`src/rtl/fp32_max_min_reduce.sv`:
```
// Streaming FP32 max/min reduction: folds one packet of operands into a single
// extreme value, with element count and NaN flag, returned over valid/ready.
module fp32_max_min_reduce #(
    parameter int          CNT_W = 16,
    parameter logic [31:0] QNAN  = 32'h7FC0_0000
) (
    input  logic             clk,
    input  logic             rst,
    input  logic             i_valid,
    output logic             o_ready,
    input  logic [31:0]      i_data,
    input  logic             i_last,
    input  logic             i_is_max,
    output logic             o_res_valid,
    input  logic             i_res_ready,
    output logic [31:0]      o_res,
    output logic [CNT_W-1:0] o_cnt,
    output logic             o_nan_err
);

    typedef enum logic [1:0] {
        IDLE = 2'd0,
        ACC  = 2'd1,
        OUT  = 2'd2
    } state_t;

    state_t            state_q, state_d;
    logic [31:0]       acc_q, acc_d;
    logic [CNT_W-1:0]  cnt_q, cnt_d;
    logic              nan_q, nan_d;
    logic              mode_q, mode_d;
    logic              ready_q, ready_d;
    logic              res_valid_q, res_valid_d;
    logic              beat;

    function automatic logic is_nan(input logic [31:0] v);
        return (v[30:23] == 8'hFF) && (v[22:0] != 23'd0);
    endfunction

    // Total order: positive beats negative (so +0 > -0); same sign compares
    // magnitudes, reversed when both are negative.
    function automatic logic fp_gt(input logic [31:0] a, input logic [31:0] b);
        if (a[31] != b[31])
            return ~a[31];
        else if (!a[31])
            return a[30:0] > b[30:0];
        else
            return a[30:0] < b[30:0];
    endfunction

    // Replace the accumulator only on a strict improvement; ties keep acc.
    function automatic logic [31:0] sel_op(input logic [31:0] acc,
                                           input logic [31:0] x,
                                           input logic        is_max);
        if (is_max)
            return fp_gt(x, acc) ? x : acc;
        else
            return fp_gt(acc, x) ? x : acc;
    endfunction

    function automatic logic [CNT_W-1:0] sat_inc(input logic [CNT_W-1:0] c);
        return (c == {CNT_W{1'b1}}) ? c : c + CNT_W'(1);
    endfunction

    assign beat = i_valid && ready_q;

    always_comb begin
        state_d = state_q;
        acc_d   = acc_q;
        cnt_d   = cnt_q;
        nan_d   = nan_q;
        mode_d  = mode_q;
        case (state_q)
            IDLE: begin
                if (beat) begin
                    acc_d   = i_data;
                    mode_d  = i_is_max;
                    cnt_d   = CNT_W'(1);
                    nan_d   = is_nan(i_data);
                    state_d = i_last ? OUT : ACC;
                end
            end
            ACC: begin
                if (beat) begin
                    acc_d = sel_op(acc_q, i_data, mode_q);
                    cnt_d = sat_inc(cnt_q);
                    nan_d = nan_q | is_nan(i_data);
                    if (i_last)
                        state_d = OUT;
                end
            end
            OUT: begin
                if (i_res_ready)
                    state_d = IDLE;
            end
            default: state_d = IDLE;
        endcase
        ready_d     = (state_d != OUT);
        res_valid_d = (state_d == OUT);
    end

    always_ff @(posedge clk) begin
        if (rst) begin
            state_q     <= IDLE;
            acc_q       <= 32'd0;
            cnt_q       <= '0;
            nan_q       <= 1'b0;
            mode_q      <= 1'b0;
            ready_q     <= 1'b0;
            res_valid_q <= 1'b0;
        end else begin
            state_q     <= state_d;
            acc_q       <= acc_d;
            cnt_q       <= cnt_d;
            nan_q       <= nan_d;
            mode_q      <= mode_d;
            ready_q     <= ready_d;
            res_valid_q <= res_valid_d;
        end
    end

    assign o_ready     = ready_q;
    assign o_res_valid = res_valid_q;
    assign o_res       = nan_q ? QNAN : acc_q;
    assign o_cnt       = cnt_q;
    assign o_nan_err   = nan_q;

endmodule
```
`config.mk`:
```
export PLATFORM = sky130hd
export DESIGN_NAME = fp32_max_min_reduce
export DESIGN_NICKNAME = d
export VERILOG_FILES = /design/src/rtl/fp32_max_min_reduce.sv
export SDC_FILE = /design/constraint.sdc
export NUM_CORES = 1
export LEC_CHECK = 0
export ABC_AREA = 0
export CORE_MARGIN = 3
export CORE_UTILIZATION = 50
export CTS_CLUSTER_DIAMETER = 150
export DETAILED_ROUTE_END_ITERATION = 16
export GPL_TIMING_DRIVEN = 0
export PLACE_DENSITY = 0.9
export REMOVE_ABC_BUFFERS = 1
export SLEW_MARGIN = 20
export SYNTH_ARGS = -nofsm -noshare
export SYNTH_HDL_FRONTEND = slang
export SYNTH_SLANG_ARGS = --single-unit
```
`constraint.sdc`:
```
create_clock -name clk -period 3.3 [get_ports clk]
set_clock_uncertainty 0.1 [all_clocks]
set_input_delay 0.66 -clock clk [delete_from_list [all_inputs] [get_ports clk]]
set_output_delay 0.66 -clock clk [all_outputs]
set_load 0.02 [all_outputs]
```
==> qor.csv <==
metric,value,unit
design.portCount,89,
diodes,0,
dieWidth,89.3,um
critPathKind,in2reg,
critPathLaunchType,input port,
grt_pass1_wl,13600,um
ys_seq_area_share,31.1,%
start_util,53.2,%
antenna_left,0,
status,finished clean,
synth_ff_type,dfxtp_1,
cts_root_buf,clkbuf_8,
finalCriticalPeriod,3.16,ns
io_buffers,88,
critPathTopFamily,simple AND/OR/NAND/NOR gates,
cts.sinks,54,
drt-met1-wl,3700,um
synth-xor-area-share,2.77,%
regArea,1080,sq um
hpwl,6430,um
clkTransAtPathRegs,0.10,ns
ys_warn_count,0,
h-tree-depth,2,
core-area,6530,sq um
finalMaxSlewViolations,0,
dieArea,7980,sq um
fillerInstances,499,
synth_edf_count,0,
end_kind,flip-flop,
ir_drop,215,uV
setup_viol,0,
dpl_cell_area,4420,sq um
hold_viol_final,0,
fmax,317,MHz
synth_mux_area_share,9.51,%
die_h,89.3,um
clock_latency,0.31,ns
drtPass1Iterations,4,
dp_cells,565,
wl,8590,um
max_stage_delay,0.52,ns
drt_iter0_markers,157,
dr_wl_met2,4160,um
overflow,0,
dr_total_vias,3161,
p_leak,1.93,nW
via_per_inst,5.46,
yosys.area_share.simple,31.1,%
slowest_stage,clkdlybuf4s50_1,
power.total,1.44,mW
grt_pass1_vias,3126,
syn-cell-area,3470,sq um
gp_congestion,0.822,
routedWlPerCell,14.8,um
setup-tns-final,0,ns
synthToLayoutAreaGrowth,32.2,%
cts_hold_buf,0,
ys_types,36,
numCtsBuffers,5,
rows,29,
drv_cap,0,
fin_util,70.3,%
multi_input_area,2210,sq um
drive_gt1_share,8.17,%
synth_top_family_by_area,simple AND/OR/NAND/NOR gates,
cts_buffer_depth,2,
min_path_type,reg2reg,
cts_tree,yes,
synth_cells,411,
ys_seq_elements,54,
crit_buf_inv,4,
cp.required,3.42,ns
top_layer_used,met4,
power_density,313,nW/um^2
worst_pin_slew,0.645,ns
finalNonFillerCells,579,
critical_path.max_fanout,4,
drcViolationCount,0,
relSlewSlack,57.0,%
worstPathArrival,3.28,ns
antenna_found_initial,0,
worstPathCellList,"clkdlybuf4s50_1, inv_1, ha_4, nand4_1, nor4_2, nand2_1, a21oi_2, nor3_1, nor4_4, buf_6, buf_4, mux2i_1",
synth_compound_area_share,7.93,%
async_flop_share,0,%
grt_max_degree,59,
grt_usage,21.4,%
fin_crit_sh,95.6,%
nets,571,
synthAdderAreaFrac,11.5,%
avgSynthCellArea,8.45,sq um
final_cell_area,4590,sq um
wl_met3,555,um
## power by group
group / switching, mW / internal, mW
Sequential: 0.0234 / 0.678
Clock: 0.218 / 0.170
Combinational: 0.166 / 0.181
## state kept, by name, indices dropped and copies added (netlist names)
register / cells
acc_q: 32
o_cnt: 16
o_nan_err: 1
mode_q: 1
o_res_valid: 1
o_ready: 1
state_q: 2
## worst register-to-register path, stage by stage (launching register included)
cell     delay, ns
dfxtp_1       0.34
ha_1          0.34
nand4_1       0.13
nor3_2        0.32
o31ai_2       0.15
a21oi_2       0.18
nor3_1        0.09
nor4_4        0.31
buf_6         0.17
buf_4         0.15
mux2i_1       0.23
## cells in the mapped netlist (3+ instances only)
| master | instances | area, sq um |
|---|---|---|
| buf_6 | 3 | 33.8 |
| inv_1 | 34 | 128 |
| mux2i_1 | 33 | 330 |
| o21ai_0 | 11 | 55.1 |
| or3_1 | 5 | 31.3 |
| nor4_1 | 5 | 31.3 |
| nand2b_1 | 64 | 400 |
| nand2_1 | 22 | 82.6 |
| and3_1 | 4 | 25.0 |
| dfxtp_1 | 54 | 1080 |
| nor3_1 | 7 | 35.0 |
| xor2_1 | 9 | 78.8 |
| nand3_1 | 4 | 20.0 |
| clkbuf_1 | 13 | 48.8 |
| a21oi_1 | 23 | 115 |
| nand4_1 | 12 | 75.1 |
| nor2_1 | 20 | 75.1 |
| nor2b_1 | 24 | 150 |
| ha_1 | 32 | 400 |
| or2_2 | 10 | 62.6 |
## routing by layer
| layer | vias to the layer above | track usage, % |
|---|---|---|
| met3 | 16 | 5.71 |
| met4 | 0 | 7.04 |
| met1 | 1488 | 25.6 |
| met5 | - | 0 |
| met2 | 99 | 37.0 |
| li1 | 1558 | - |
## worst paths after layout
kind	startpoint	to	slack, ns	depth (start not counted)
worst min-delay path	acc_q[0]$_SDFFE_PP0P_	acc_q[0]$_SDFFE_PP0P_	0.38	2
worst max register to register	acc_q[13]$_SDFFE_PP0P_	acc_q[4]$_SDFFE_PP0P_	0.72	10
worst max-delay path	i_data[26]	acc_q[4]$_SDFFE_PP0P_	0.14	12
worst min register to register	acc_q[0]$_SDFFE_PP0P_	acc_q[0]$_SDFFE_PP0P_	0.38	2
## kinds of logic after synthesis
| family | Yosys count |
|---|---|
| flip-flops | 54 |
| buffers and inverters | 50 |
| adder cells (fa/ha/maj) | 32 |
| AND/OR/NAND/NOR | 186 |
| XOR/XNOR | 11 |
| AO/OA/AOI/OAI | 45 |
| multiplexers | 33 |
## final cells by class
cell class                 instances  share of cell area, %
inverter                          34                   2.78
multi-input combinational        307                   48.1
sequential                        54                   23.6
timing repair buffer              99                   21.5
tap                               77                   2.10
clock inverter                     1                  0.109
clock buffer                       7                   1.88
## repair_timing
action | 4_1_cts | 5_1_grt
pin swaps | 1 | 5
endpoints found under the setup margin | 16 | 16
gates cloned | 0 | 0
resized for setup | 2 | 3
buffers inserted | 1 | 5
## stage by stage
| stage | hold WS, ns | setup WS [ns] |
|---|---|---|
| final | 0.383 | 0.145 |
| after global routing | 0.420 | -0.0103 |
| after CTS | 0.382 | 0.0420 |
| after detailed placement | 0.369 | -0.485 |
| after global placement | 0.358 | -1.78 |
| after floorplan | 0.348 | -0.476 |
## cells in the final DEF (no fill, tap or decap), types with 2 or more instances in the layout
master and count:
nor2_1 20, nor4_2 2, buf_4 6, nand3b_1 2
nor4_1 5, nand2b_1 64, clkdlybuf4s50_1 87, and3_1 4
a21oi_2 2, and4_1 2, xnor2_1 2, a21oi_1 22
nand2_1 22, buf_6 4, nand4_1 12, ha_1 31
nand3_1 4, or2_2 10, o21ai_0 11, mux2i_1 33
clkbuf_8 6, nor3_1 6, nor2b_1 24, or3_1 5
inv_1 34, dfxtp_1 53, xor2_1 9, o211a_1 2
No activity file was read; power rests on OpenSTA's default activity.
